### src/rtl/vga_sync_decoder.sv
// Receive side of a VGA timing link: resynchronises h/v sync, locks a local pixel/line
// counter pair to the sync edges and reports lock status and timing errors.
module vga_sync_decoder #(
  parameter int H_DISPLAY   = 640,
  parameter int H_FPORCH    = 16,
  parameter int H_SYNC      = 96,
  parameter int H_BPORCH    = 48,
  parameter int V_DISPLAY   = 480,
  parameter int V_FPORCH    = 10,
  parameter int V_SYNC      = 2,
  parameter int V_BPORCH    = 33,
  parameter int LOCK_FRAMES = 2
) (
  input  logic       inclk,
  input  logic       reset_n,
  input  logic       h_sync_in,
  input  logic       v_sync_in,
  output logic [9:0] pos_x,
  output logic [9:0] pos_y,
  output logic       video_on,
  output logic       locked,
  output logic       frame_start,
  output logic       sync_err,
  output logic [7:0] err_count
);

  localparam logic [9:0] H_LAST    = 10'(H_DISPLAY + H_FPORCH + H_SYNC + H_BPORCH - 1);
  localparam logic [9:0] V_LAST    = 10'(V_DISPLAY + V_FPORCH + V_SYNC + V_BPORCH - 1);
  localparam logic [9:0] H_FALL_AT = 10'(H_DISPLAY + H_FPORCH);
  localparam logic [9:0] H_RISE_AT = 10'(H_DISPLAY + H_FPORCH + H_SYNC);
  localparam logic [9:0] V_FALL_AT = 10'(V_DISPLAY + V_FPORCH);
  localparam logic [9:0] H_VIS     = 10'(H_DISPLAY);
  localparam logic [9:0] V_VIS     = 10'(V_DISPLAY);
  localparam logic [3:0] LOCK_N    = 4'(LOCK_FRAMES);

  localparam logic [1:0] ST_SEARCH  = 2'd0;
  localparam logic [1:0] ST_H_ALIGN = 2'd1;
  localparam logic [1:0] ST_VERIFY  = 2'd2;
  localparam logic [1:0] ST_LOCKED  = 2'd3;

  logic [2:0] hs_q;
  logic [2:0] vs_q;
  logic [9:0] pos_x_q, pos_x_d;
  logic [9:0] pos_y_q, pos_y_d;
  logic [1:0] state_q, state_d;
  logic [3:0] good_q, good_d;
  logic       locked_q;
  logic       sync_err_q;
  logic [7:0] err_count_q;

  logic       h_fall, h_rise, v_fall;
  logic       h_wrap, h_bad, v_bad, err_hit;
  logic [9:0] h_exp, v_exp;
  logic [3:0] good_inc;

  // Bits [1:0] form the two-flop synchroniser; bit 2 is the previous value for edge detect.
  always_ff @(posedge inclk or negedge reset_n) begin
    if (!reset_n) begin
      hs_q <= 3'b111;
      vs_q <= 3'b111;
    end else begin
      hs_q <= {hs_q[1:0], h_sync_in};
      vs_q <= {vs_q[1:0], v_sync_in};
    end
  end

  assign h_fall = hs_q[2] & ~hs_q[1];
  assign h_rise = ~hs_q[2] & hs_q[1];
  assign v_fall = vs_q[2] & ~vs_q[1];

  always_comb begin
    h_wrap = (pos_x_q == H_LAST);
    h_exp  = h_wrap ? 10'd0 : pos_x_q + 10'd1;
    if (h_wrap) begin
      v_exp = (pos_y_q == V_LAST) ? 10'd0 : pos_y_q + 10'd1;
    end else begin
      v_exp = pos_y_q;
    end
    // A line that reaches the fall position without an h_fall counts as a bad h edge.
    h_bad = (h_fall && (h_exp != H_FALL_AT)) ||
            (h_rise && (h_exp != H_RISE_AT)) ||
            (!h_fall && (h_exp == H_FALL_AT));
    v_bad = v_fall && ((v_exp != V_FALL_AT) || (h_exp != 10'd0));
  end

  always_comb begin
    state_d  = state_q;
    good_d   = good_q;
    err_hit  = 1'b0;
    good_inc = good_q + 4'd1;
    // A good edge lands on the load value anyway, so every edge may reload unconditionally.
    pos_x_d  = h_fall ? H_FALL_AT : h_exp;
    pos_y_d  = (v_fall && (state_q != ST_SEARCH)) ? V_FALL_AT : v_exp;
    case (state_q)
      ST_SEARCH: begin
        if (h_fall) state_d = ST_H_ALIGN;
        else        state_d = ST_SEARCH;
      end
      ST_H_ALIGN: begin
        if (v_fall && !h_bad) begin
          good_d  = 4'd0;
          state_d = ST_VERIFY;
        end else begin
          state_d = ST_H_ALIGN;
        end
      end
      ST_VERIFY: begin
        if (h_bad || v_bad) begin
          good_d  = 4'd0;
          state_d = ST_H_ALIGN;
        end else if (v_fall) begin
          good_d = good_inc;
          if (good_inc == LOCK_N) state_d = ST_LOCKED;
          else                    state_d = ST_VERIFY;
        end else begin
          state_d = ST_VERIFY;
        end
      end
      ST_LOCKED: begin
        if (h_bad || v_bad) begin
          err_hit = 1'b1;
          good_d  = 4'd0;
          state_d = h_bad ? ST_H_ALIGN : ST_VERIFY;
        end else begin
          state_d = ST_LOCKED;
        end
      end
      default: state_d = ST_SEARCH;
    endcase
  end

  // Counters, FSM and registered status outputs.
  always_ff @(posedge inclk or negedge reset_n) begin
    if (!reset_n) begin
      pos_x_q     <= 10'd0;
      pos_y_q     <= 10'd0;
      state_q     <= ST_SEARCH;
      good_q      <= 4'd0;
      locked_q    <= 1'b0;
      sync_err_q  <= 1'b0;
      err_count_q <= 8'd0;
    end else begin
      pos_x_q    <= pos_x_d;
      pos_y_q    <= pos_y_d;
      state_q    <= state_d;
      good_q     <= good_d;
      locked_q   <= (state_d == ST_LOCKED);
      sync_err_q <= err_hit;
      if (err_hit && (err_count_q != 8'hFF)) begin
        err_count_q <= err_count_q + 8'd1;
      end else begin
        err_count_q <= err_count_q;
      end
    end
  end

  assign pos_x       = pos_x_q;
  assign pos_y       = pos_y_q;
  assign locked      = locked_q;
  assign sync_err    = sync_err_q;
  assign err_count   = err_count_q;
  assign video_on    = locked_q && (pos_x_q < H_VIS) && (pos_y_q < V_VIS);
  assign frame_start = locked_q && (pos_x_q == 10'd0) && (pos_y_q == 10'd0);

endmodule
### config.mk
export PLATFORM = sky130hd
export DESIGN_NAME = vga_sync_decoder
export DESIGN_NICKNAME = d
export VERILOG_FILES = /design/src/rtl/vga_sync_decoder.sv
export SDC_FILE = /design/constraint.sdc
export NUM_CORES = 1
export LEC_CHECK = 0
export ABC_AREA = 1
export CORE_AREA = 2 2 105 107
export DETAILED_ROUTE_END_ITERATION = 8
export DIE_AREA = 0 0 107 109
export PLACE_DENSITY = 0.5
export SYNTH_ARGS = -nofsm -noshare
export SYNTH_HDL_FRONTEND = slang
export SYNTH_SLANG_ARGS = --single-unit
### constraint.sdc
create_clock -name inclk -period 5.4 [get_ports inclk]
set_input_delay 0.54 -clock inclk [delete_from_list [all_inputs] [get_ports inclk]]
set_output_delay 0.54 -clock inclk [all_outputs]
set_load 0.005 [all_outputs]
## After elaboration in Yosys (flattened, before gate mapping)

Index checks and enable logic that the tools add are counted.

- Output and inout bits: 32
- Flip-flop bits (word level): 42
- Input port bits: 4
- Word-level logic and storage cells: 80

- Multiplexer cells: 20
- Equal/unequal tests: 15
- Reduce and logical (&&, ||, !) cells: 24
- Order comparisons: 2
- Bitwise operators: 6
- Add/sub/neg operators: 4

Operators by type and width:

| operator | count |
|---|---|
| $mux 10 | 5 |
| $eq 10x10->1 const B | 3 |
| $add 10x1->10 const B | 2 |
| $logic_not 10->1 | 2 |
| $ne 10x10->1 const B | 2 |
| $mux 4 | 4 |
| $pmux 4 s3 | 1 |
| $logic_and 1x1->1 | 11 |
| $lt 10x10->1 const B | 1 |
| $lt 10x9->1 const B | 1 |
| $mux 2 | 5 |
| $ne 10x9->1 const B | 1 |
| $reduce_bool 10->1 | 1 |
| $add 8x1->8 const B | 1 |
| $ne 8x8->1 const B | 1 |
| $pmux 2 s4 | 1 |
| $eq 2x2->1 const B | 3 |
| $add 4x1->4 const B | 1 |
| $eq 4x2->1 const B | 1 |
| $logic_or 1x1->1 | 4 |
| $mux 1 | 4 |
| $ne 2x2->1 const B | 2 |
| $reduce_and 4->1 | 1 |
| $and 1x1->1 | 3 |
| 7 further kinds | 10 |

## Logic depth before layout (Yosys ltp)

Gate-level depths: netlist (run 1).

- Depth in word-level cells: 11
- Mapped depth: 19
- Gate-level depth less buffers: 19

## Least setup slack after synthesis (run 1)

OpenSTA, ideal clock, no wires.

- Path type: register -> register
- Start: register pos_x_q[0], in the netlist pos_x[0]
- End: register err_count_q[6], in the netlist err_count[6]
- Cell stages (with the launch flop): 18
- Path buffers: 1
- Setup slack: 3,118 ps
- Library setup time: 117 ps
- Period minus slack after synthesis: 2,282 ps
- Data required time: 5,283 ps
- Data arrival time: 2,166 ps
- Cell sequence: dfrtp_1 -> ha_1 -> nand3_1 -> nor2_2 -> nand2_1 -> buf_6 -> nand3_4 -> nand3_2 -> nor2_1 -> nand3_1 -> nand2_1 -> nor2_4 -> nand2_2 -> nand3_2 -> inv_2 -> nand2_1 -> nand2_1 -> nand2_1

- Word-level cells in the longest chain between the ends: 10
- Elaborated cells on any way between the ends: 20
- Those cells by class: 1 x add/sub; 5 x eq/ne; 4 x mux; 10 x reduce/logical

Ends and longest elaborated chain:

| what | RTL line | source |
|---|---|---|
| from (decl) | 43 | `logic [9:0] pos_x_q, pos_x_d;` |
| from (signal assigned) | 143 | `pos_x_q <= pos_x_d;` |
| $add 10x1->10 / $eq 10x10->1 (equally long branches) | 73, 72 |  |
| $mux 10 | 73 | `h_exp = h_wrap ? 10'd0 : pos_x_q + 10'd1;` |
| $ne 10x10->1 (on tied branches) | 80, 81 |  |
| $logic_and 1x1->1 (on tied branches) | 80, 81 |  |
| $logic_or 1x1->1 | 80 | `h_bad = (h_fall && (h_exp != H_FALL_AT)) \|\|` |
| $logic_or 1x1->1 | 81 | `(h_rise && (h_exp != H_RISE_AT)) \|\|` |
| $logic_or 1x1->1 (*) | 120 | `if (h_bad \|\| v_bad) begin` |
| $mux 1 (*) | 120 |  |
| $mux 1 (*) | 94 | `case (state_q)` |
| $logic_and 1x1->1 (*) | 149 | `if (err_hit && (err_count_q != 8'hFF)) begin` |
| to (signal assigned) | 150 | `err_count_q <= err_count_q + 8'd1;` |
| to (signal assigned) | 152 | `err_count_q <= err_count_q;` |
| to (decl) | 49 | `logic [7:0] err_count_q;` |

Every way passes the cells marked *; elsewhere a longest branch is shown, timed or not.
A chain may end at the register's enable or synchronous reset.

## Final worst setup path (run 1)

Same ends and word-level chain as after synthesis.

==> run metrics, run 1 <==
outcome finished clean; Die Span Y about 110 µm; Routed Antenna Nets 0; post-synthesis sequential area ratio approximately two fifths; # hold bufs at CTS 0; DP Wirelength approximately 4700 µm; mapped cell area approximately 0.0026 mm²; Routed WL 6245 µm; commonest non-fill, non-tap cell in the layout nand2_1; Top cell by count, worst path nand2_1; final setup violation count 0; Peak VDD IR 0.1815 mV; largest stage delay on the critical path 0.50 ns; Max-Slew Margin vs Limit between 30% and 40%; Avg Cell Area, Syn 6.939 µm²; Hold WS 0.3575 ns; RSZ-0062 raised after global routing false; synth top area cells dfrtp_1, nand2_1, nor2_1, inv_1, nand3_1; Pwr Density 264.7 mW/mm²; CP delay by family, top simple AND/OR/NAND/NOR gates; FP Rows 38; total CTS buffers 5; CP max-delay cell dfrtp_1; Critical Path Start Type flip-flop; routed vias/inst between 4 and 5; DR WL/cell 11.35 µm; Max Clock Skew about 0.011 ns; worst path required time about 5.6 ns; Yosys warning count 0; commonest cells after routing, fill and taps aside nand2_1, nor2_1, inv_1; Inst Count DP 542; initial DRC count 129; post-CTS setup buffer count 0; share of layout cells above drive strength 1 6.829%; die area 0.01166 mm²; DRC 0; gp weighted congestion 0.8075; Setup CP Type reg2reg; LEAKAGE ~1.5 nW; Starting Density 24.22%; Tmin final 2.877 ns; global-route wire length before repair around 11000 µm; CP Max Fanout 14; CP Cell Sequence ha_1, nand4_1, nor2_2, nor2_1, nor2_1, nand2_1, nor2_1, nand3_1, nand2_1, nor2_4, nand2_2, nand3_2, inv_2, nand2_1, nand2_1, nand2_1; Total GRT Usage roughly 11%; PortBufs 35; Hold Crit Class reg2reg; Worst setup EP type flip-flop; post-cts resize count 0; H-tree depth 2; FMAX 347.6 MHz; post-synth top area share about a third; clock sink count 42; Layout area overhead 23.15%; Net count, final 421; Clock transition at path regs approximately 0.09 ns; Synth Register Bits 42; CTS Root Cell clkbuf_8; WP data arrival around 3 ns; CTS tree yes; GRT Residual Overflow 0; Max-Cap Viols 0; # IOs 36; Worst-Skew Late Latency 0.30 ns; initial antenna violation count 0; Yosys cell types 27; ANT cells 0; router iterations before antenna repair 4; fin crit share 53.27%; worst-margin pin slew 0.9613 ns; core area 0.01060 mm²; Post-Syn Instances 370; via count roughly 2300; Critical path buffers and inverters 1; Synth Net Count between 300 and 400; Die W 107 µm; post-route insts no fill 550; vias in the first global route 2269; Hold Fails Final Rpt 0; setup total negative slack 0 ns; Yosys top cell by area dfrtp_1; Longest Clk Path Bufs 2; FILL cells 1134; largest net degree at the start of global routing 43; Max Slew Vio Count 0
[where the power goes]
| part | switching [mW] | internal (mW) | leakage [nW] | total (mW) |
|---|---|---|---|---|
| combinational | 0.121 | 0.102 | 0.968 | 0.223 |
| sequential | 0.0476 | 0.351 | 0.506 | 0.399 |
| clock | 0.112 | 0.103 | 0.0472 | 0.215 |
| total | 0.281 | 0.556 | 1.52 | 0.837 |
[cell usage after synthesis, drive strengths merged]
cell type and count:
nand2 135, nor2 60, inv 50, dfrtp 36
nand3 35, ha 8, dfstp 6, nand4 6
o21ai 6, nor3 5, xnor2 5, xor2 5
a21oi 3, buf 3, nor4 3, nand3b 1
nor2b 1, o211ai 1, o21bai 1
[through the flow]
| step | power (mW) | setup WS, ns | utilization, % | area (µm²) |
|---|---|---|---|---|
| global placement | 0.6327 | 2.649 | 28.92 | 3067 |
| global route | 0.9004 | 2.120 | 29.82 | 3162 |
| floorplan | 0.5260 | 3.118 | - | 2567 |
| finish | 0.8368 | 2.523 | 29.82 | 3162 |
| detailed placement | 0.6278 | 2.562 | 28.92 | 3067 |
| CTS | 0.8496 | 2.534 | 29.82 | 3162 |
[worst register-to-register path, delay by kind of cell (launching register included)]
kind                     cells  cell delay [ns]
AND/OR/NAND/NOR             14             1.88
flip-flops                   1             0.50
buffers and inverters        1             0.17
adder cells (fa/ha/maj)      1             0.26
[layer usage]
| metal | share of wire (%) | wire length (µm) | global-route usage [%] |
|---|---|---|---|
| met5 | 0 | 0 | 0 |
| met4 | 1.4 | 88 | 3.247 |
| met3 | 5.2 | 326 | 2.929 |
| met2 | 45 | 2821 | 19.02 |
| met1 | 48 | 3009 | 14.25 |
[final timing paths]
| check | from | slack (ns) | to | cells past startpoint |
|---|---|---|---|---|
| worst max-delay path | pos_x[0]$_DFF_PN0_ | 2.52 | err_count[6]$_DFFE_PN0P_ | 16 |
| worst min-delay path | vs_q[0]$_DFF_PN1_ | 0.36 | vs_q[1]$_DFF_PN1_ | 0 |
| worst max register to register | pos_x[0]$_DFF_PN0_ | 2.52 | err_count[6]$_DFFE_PN0P_ | 16 |
| worst min register to register | vs_q[0]$_DFF_PN1_ | 0.36 | vs_q[1]$_DFF_PN1_ | 0 |
| max in group asynchronous | reset_n | 4.41 | err_count[5]$_DFFE_PN0P_ | 1 |
| min in group asynchronous | reset_n | 0.40 | pos_x[0]$_DFF_PN0_ | 1 |
[registers in the layout, indices dropped and copies added, names as in the netlist]
name,flops
pos_x,10
vs_q,3
pos_y,10
err_count,8
state_q,2
hs_q,3
sync_err,1
good_q,4
locked,1
[kinds of logic (layout without fill, tap and decap cells)]
family | Yosys count | after routing | share of synthesized area, %
xor gates and xnor gates | 10 | 10 | 3.411
DFF | 42 | 42 | 41.23
adders and majority gates | 8 | 8 | 3.899
buffers and inverters | 53 | 93 | 8.138
and+or+nand+nor | 246 | 246 | 40.98
AOI/OAI and AO/OA | 11 | 11 | 2.339
[layout make-up]
type                       count  area [µm²]  area share (%)
multi-input combinational    275        1300           41.12
sequential                    42        1059           33.48
timing repair buffer          35       345.3           10.92
inverter                      50       187.7           5.936
tap                          140       175.2           5.540
clock buffer                   6       82.58           2.612
clock inverter                 2       12.51          0.3957
Power figures use the tool's default switching activity.
==> inputs of run 2 (changes only) <==
--- a/config.mk
+++ b/config.mk
@@ -9,7 +9,7 @@
 export CORE_AREA = 2 2 105 107
 export DETAILED_ROUTE_END_ITERATION = 8
 export DIE_AREA = 0 0 107 109
-export PLACE_DENSITY = 0.5
+export PLACE_DENSITY = 0.51
 export SYNTH_ARGS = -nofsm -noshare
 export SYNTH_HDL_FRONTEND = slang
 export SYNTH_SLANG_ARGS = --single-unit
==> constraint.sdc (replaced) <==
create_clock -name inclk -period 2.34 [get_ports inclk]
set_input_delay 0.234 -clock inclk [delete_from_list [all_inputs] [get_ports inclk]]
set_output_delay 0.234 -clock inclk [all_outputs]
set_load 0.005 [all_outputs]
==> run 2 against run 1 <==
Effect of this change: clock-buffer cell count grew 1; fmax grew 22%; setup slack lost 2.5 ns; die area is the same; core utilization grew 3.5 points; highest routed layer unchanged; the flow now finishes with violations (setup timing).
==> run metrics, run 2 (synthesized netlist as in run 1, its figures left out) <==
DR WL/cell 11.41 µm (+0.48%); DRC 0 (unchanged); worst-margin pin slew 0.9348 ns (-0.02643 ns); routed vias/inst 4.298 (+1.9%); vias in the first global route 2338 (+3.0%); commonest cells after routing, fill and taps aside nand2_1, nor2_1, inv_1; FP Rows 38 (unchanged); CP max-delay cell dfrtp_1; Layout area overhead 37.52%; fin crit share 100.4% (+47 points); Placement Setup Slack -0.08682 ns (-2.648 ns); initial DRC count 83 (-36%); outcome finished, violations left; final setup violation count 3 (+3); FILL cells 1138 (+0.35%); R2R Path End err_count[0]$_DFFE_PN0P_; PortBufs 35 (unchanged); LEAKAGE 1.706 nW (+12%); Die W 107 µm (unchanged); Setup CP Type reg2reg; Worst setup EP type flip-flop; Tmin final 2.350 ns (-0.5267 ns); die area 0.01166 mm² (unchanged); Worst-Skew Late Latency 0.30 ns (about the same); Die Span Y 109 µm (unchanged); FMAX 425.5 MHz (+22%); Hold Fails Final Rpt 0 (unchanged); global-route wire length before repair 11060 µm (+5.1%); Max-Cap Viols 0 (unchanged); Max-Slew Margin vs Limit 37.68% (+1.8 points); placed instance area 0.003259 mm² (+6.3%); Routed Antenna Nets 0 (unchanged); flop2flop setup slack -0.01 ns (-2.53 ns); Clock transition at path regs 0.08 ns (about the same); Pwr Density 588.1 mW/mm² (+120%); GRT Residual Overflow 0 (unchanged); CP Max Fanout 11 (-3); final setup margin -0.009946 ns (-2.533 ns); via count 2480 (+6.9%); RSZ-0062 raised after global routing true; setup total negative slack -0.02008 ns (-0.02008 ns); Routed WL 6583 µm (+5.4%); Peak VDD IR 0.4331 mV (+140%); router iterations before antenna repair 5 (+1); # hold bufs at CTS 0 (unchanged); initial antenna violation count 0 (unchanged); commonest non-fill, non-tap cell in the layout nand2_1; DP Wirelength 4952 µm (+5.6%); CTS tree yes; crit path launch pos_x[0]$_DFF_PN0_; Hold Crit Class in2async; Total GRT Usage 11.77% (+0.50 points); worst path required time 2.51 ns (-3.09 ns); share of layout cells above drive strength 1 18.31% (+11 points); CTS Root Cell clkbuf_8; CP Cell Sequence ha_4, nand4_1, nor2_4, buf_4, buf_12, o21ai_0, nor2_1, nand3_1, nand2_2, nand2_4, nand3_2, buf_6, xnor2_1; total CTS buffers 5 (unchanged); core area 0.01060 mm² (unchanged); clock sink count 42 (unchanged); Longest Clk Path Bufs 2 (unchanged); Max Slew Vio Count 0 (unchanged); largest stage delay on the critical path 0.43 ns (-0.07 ns); largest net degree at the start of global routing 42 (-2.3%); FF-to-FF Start pos_x[0]$_DFF_PN0_; Starting Density 24.22% (unchanged); ANT cells 0 (unchanged); Net count, final 448 (+6.4%); Finished Cell Area 0.003531 mm² (+12%); reg2reg path depth 13 (-3); H-tree depth 2 (unchanged); Max Clock Skew 0.01102 ns (-0.0001370 ns); WP data arrival 2.52 ns (-0.55 ns); Critical Path Start Type flip-flop; gp weighted congestion 0.8150 (+0.93%); # IOs 36 (unchanged); failing checks setup timing
[run 2: cell types whose count changed in the layout (fill, tap and decap cells not counted), sizes merged]
| cell | delta |
|---|---|
| buf | +27 |
| clkbuf | +1 |
| clkdlybuf4s50 | -1 |
| clkinvlp | -1 |
| dlymetal6s2s | +1 |
[run 2: layer usage]
metal / vias up / wire, µm / global-route usage, %
met5: - / 0 / 0
met4: 0 / 78 / 3.340
met3: 7 / 328 / 2.391
met2: 66 / 3066 / 19.61
met1: 1134 / 3110 / 15.53
li1: 1273 / - / -
[run 2: how the worst max path moves through the flow]
stage | endpoint | slack, ns | cells past startpoint
6_report | err_count[0]$_DFFE_PN0P_ | -0.01 | 13
4_1_cts | good_q[1]$_DFFE_PN0P_ | 0.002 | 16
3_5_place_dp | good_q[3]$_DFFE_PN0P_ | -0.09 | 18
3_3_place_gp | good_q[0]$_DFFE_PN0P_ | -0.05 | 16
5_1_grt | good_q[2]$_DFFE_PN0P_ | -0.22 | 18
2_1_floorplan | err_count[6]$_DFFE_PN0P_ | 0.06 | 17
[run 2: power by group]
part	switching, mW	internal (mW)	leakage, nW
Clock	0.244	0.238	0.0482
Combinational	0.357	0.329	1.15
Sequential	0.0954	0.813	0.504
Total	0.696	1.38	1.71
[run 2: layout make-up]
type                       count  area, µm²  share of cell area [%]
tap                          140      175.2                   4.961
multi-input combinational    275       1434                   40.61
inverter                      50      192.7                   5.457
clock buffer                   7      86.33                   2.445
sequential                    42       1060                   30.01
clock inverter                 1      5.005                  0.1417
timing repair buffer          62      578.1                   16.37
[run 2: per-stage QoR]
| stage | total power, mW | std cells | utilization [%] | hold WS (ns) |
|---|---|---|---|---|
| floorplan | 1.214 | 370 | - | -0.06159 |
| global placement | 1.499 | 566 | 30.74 | 0.3466 |
| detailed placement | 1.499 | 566 | 30.74 | 0.3481 |
| CTS | 2.007 | 576 | 32.06 | 0.1173 |
| global route | 2.232 | 577 | 33.30 | 0.1576 |
| finish | 2.077 | 577 | 33.30 | 0.08154 |
[run 2: worst max-delay path: cells and delay by family, from the launching register on]
| family | cells | cell delay (ns) |
|---|---|---|
| flip-flops | 1 | 0.43 |
| adder cells (fa/ha/maj) | 1 | 0.20 |
| AO/OA/AOI/OAI | 1 | 0.29 |
| buffers and inverters | 3 | 0.42 |
| XOR/XNOR | 1 | 0.12 |
| AND/OR/NAND/NOR | 7 | 0.75 |
[run 2: what timing repair did]
action                                  4_1_cts  5_1_grt
gates resized for setup                       9       35
endpoints found under the setup margin       10       17
buffers inserted                              2        1
pin swaps                                     1       22
gates cloned                                  0        0
==> inputs of run 3 (changes only) <==
--- a/config.mk
+++ b/config.mk
@@ -9,7 +9,9 @@
 export CORE_AREA = 2 2 105 107
 export DETAILED_ROUTE_END_ITERATION = 8
 export DIE_AREA = 0 0 107 109
+export MAX_ROUTING_LAYER = met4
 export PLACE_DENSITY = 0.51
+export SKIP_LAST_GASP = 1
 export SYNTH_ARGS = -nofsm -noshare
 export SYNTH_HDL_FRONTEND = slang
 export SYNTH_SLANG_ARGS = --single-unit
==> constraint.sdc (replaced) <==
create_clock -name inclk -period 2.16 [get_ports inclk]
set_input_delay 0.216 -clock inclk [delete_from_list [all_inputs] [get_ports inclk]]
set_output_delay 0.216 -clock inclk [all_outputs]
set_load 0.005 [all_outputs]
==> run 3 against run 2 <==
Effect of this change: the flow still finishes with violations (setup timing); clock skew down 0.00078 ns; power rose by 11%; highest routed layer unchanged; routed wire length grew 10%; die area stayed put; register-to-register slack worse by 0.19 ns; critical path type unchanged; fmax fell by 0.34%; final area grew 13%.
==> run metrics, run 3 (synthesized netlist as in run 1, its figures left out) <==
Max Clock Skew 0.01024 ns (-0.0007796 ns); FP Rows 38 (unchanged); LEAKAGE 1.979 nW (+16%); WP depth 16 (+3); CTS tree yes; Starting Density 24.22% (unchanged); CP Max Fanout 6 (-5); Max-Cap Viols 0 (unchanged); Worst setup EP type flip-flop; Worst-Skew Late Latency 0.30 ns (about the same); Total GRT Usage 13.69% (+1.9 points); sw frac 34.79% (+1.3 points); DP Wirelength 5314 µm (+7.3%); # IOs 36 (unchanged); Layout area overhead 54.97%; Hold Fails Final Rpt 0 (unchanged); Hold Crit Class in2reg; reg2reg path depth 16 (+3); CP delay by family, top simple AND/OR/NAND/NOR gates; initial antenna violation count 0 (unchanged); fin crit share 109.2% (+8.7 points); Critical Path Start Type flip-flop; Seq pwr share 43.5% (-0.2 points); Sw Pwr 800.8 µW (+15%); outcome finished, violations left; Peak VDD IR 0.4281 mV (-1.2%); Max-Slew Margin vs Limit 59.59% (+22 points); FF-to-FF Start pos_x[1]$_DFF_PN0_; Longest Clk Path Bufs 2 (unchanged); RSZ-0062 raised after global routing true; global-route wire length before repair 12440 µm (+12%); Net count, final 502 (+12%); post-route insts no fill 631 (+9.4%); CP Cell Sequence ha_4, nand3_4, nor2_4, buf_6, nand2_2, nand3b_1, buf_4, nor2_2, nand2_1, nor2_1, a21oi_2, nor2_4, nand2_4, nand3_4, buf_6, xnor2_2; PortBufs 35 (unchanged); largest stage delay on the critical path 0.44 ns (about the same); Clock power frac 22.9% (-0.3 points); Die Span Y 109 µm (unchanged); largest net degree at the start of global routing 25 (-40%); DRC 0 (unchanged); clock sink count 42 (unchanged); core area 0.01060 mm² (unchanged); commonest cells after routing, fill and taps aside nand2_1, buf_4, inv_1; vias in the first global route 2765 (+18%); DR WL/cell 11.52 µm (+0.94%); worst-margin pin slew 0.6061 ns (-0.3287 ns); Max Slew Vio Count 0 (unchanged); final setup margin -0.1979 ns (-0.1879 ns); H-tree depth 2 (unchanged); ANT cells 0 (unchanged); Routed WL 7267 µm (+10%); Tmin final 2.358 ns (+0.007946 ns); Critical path buffers and inverters 3 (unchanged); Placement Setup Slack -0.2952 ns (-0.2084 ns); CP max-delay cell dfrtp_2; die area 0.01166 mm² (unchanged); Clock transition at path regs 0.09 ns (about the same); GRT Residual Overflow 0 (unchanged); Inst Count DP 613 (+8.3%); Routed Antenna Nets 0 (unchanged); CTS Root Cell clkbuf_8; share of layout cells above drive strength 1 30.14% (+12 points); hold_sp v_sync_in; Hold Crit Depth 1; initial DRC count 128 (+54%); router iterations before antenna repair 5 (unchanged); routed vias/inst 4.260 (-0.89%); total CTS buffers 5 (unchanged); Die W 107 µm (unchanged); internal power 1.501 mW (+8.7%); worst path required time 2.39 ns (-0.12 ns); Setup CP Type reg2reg; commonest non-fill, non-tap cell in the layout nand2_1; FMAX 424.1 MHz (-0.34%); final setup violation count 16 (+13); Pwr Density 578.4 mW/mm² (-1.6%); failing checks setup timing; Combinational Power Share 33.6% (+0.6 points); crit path launch pos_x[1]$_DFF_PN0_; via count 2688 (+8.4%); gp weighted congestion 0.8221 (+0.87%); WP data arrival 2.58 ns (+0.06 ns)
## run 3: power by group through the flow
stage	registers [mW]	logic, mW	clock network, mW
final	1.00	0.774	0.527
after global routing	1.02	0.865	0.577
after CTS	0.998	0.751	0.552
after global placement	1.00	0.678	0
after floorplan	0.996	0.349	0
after detailed placement	1.00	0.684	0
## run 3: final timing paths
path / end / slack, ns
min reg2reg: vs_q[1]$_DFF_PN1_ / 0.36
min in group asynchronous: good_q[2]$_DFFE_PN0P_ / 0.45
max: err_count[0]$_DFFE_PN0P_ / -0.20
max in group asynchronous: hs_q[2]$_DFF_PN1_ / 1.03
min: vs_q[0]$_DFF_PN1_ / 0.32
max reg2reg: err_count[0]$_DFFE_PN0P_ / -0.20
## run 3: stage by stage
| step | hold slack (ns) | util, % | instance area, µm² | power, mW | setup TNS [ns] |
|---|---|---|---|---|---|
| finish | 0.3166 | 37.53 | 3979 | 2.301 | -2.613 |
| CTS | 0.3096 | 36.95 | 3918 | 2.300 | -1.220 |
| detailed placement | 0.2748 | 34.45 | 3652 | 1.685 | -3.595 |
| global placement | 0.2623 | 34.45 | 3652 | 1.680 | -2.993 |
| floorplan | -0.07959 | - | 2608 | 1.345 | 0 |
| global route | 0.3144 | 37.53 | 3979 | 2.461 | -5.682 |
## run 3: per-layer routing
metal / vias up / wire [µm] / track usage, % / share of wire, %
li1: 1384 / - / - / -
met1: 1252 / 3500 / 16.80 / 48
met2: 43 / 3475 / 23.57 / 48
met3: 9 / 214 / 2.510 / 2.9
met4: 0 / 76 / 3.061 / 1.0
met5: - / 0 / - / 0
## run 3: layout make-up
class                           count  area [µm²]
Fill cell                        1098        6624
Multi-Input combinational cell    276        1485
Sequential cell                    42        1065
Timing Repair Buffer              114       963.4
Inverter                           50       195.2
Tap cell                          140       175.2
Clock buffer                        5       68.82
Clock inverter                      3       21.27
Timing Repair inverter              1       5.005
## run 3: worst register-to-register path, cell delays in order (launching register included)
cell      delay [ns]
dfrtp_2         0.44
ha_4            0.19
nand3_4         0.10
nor2_4          0.06
buf_6           0.12
nand2_2         0.04
nand3b_1        0.16
buf_4           0.19
nor2_2          0.07
nand2_1         0.05
nor2_1          0.12
a21oi_2         0.09
nor2_4          0.18
nand2_4         0.12
nand3_4         0.12
buf_6           0.15
xnor2_2         0.10
## run 3: timing repair
action                                 CTS  global route
resized for setup                       36            16
hold buffers                             1             0
gates cloned                             1             1
setup endpoints to repair               17            17
pin swaps                               16             8
endpoints found under the hold margin   19             0
setup buffers                            5             3
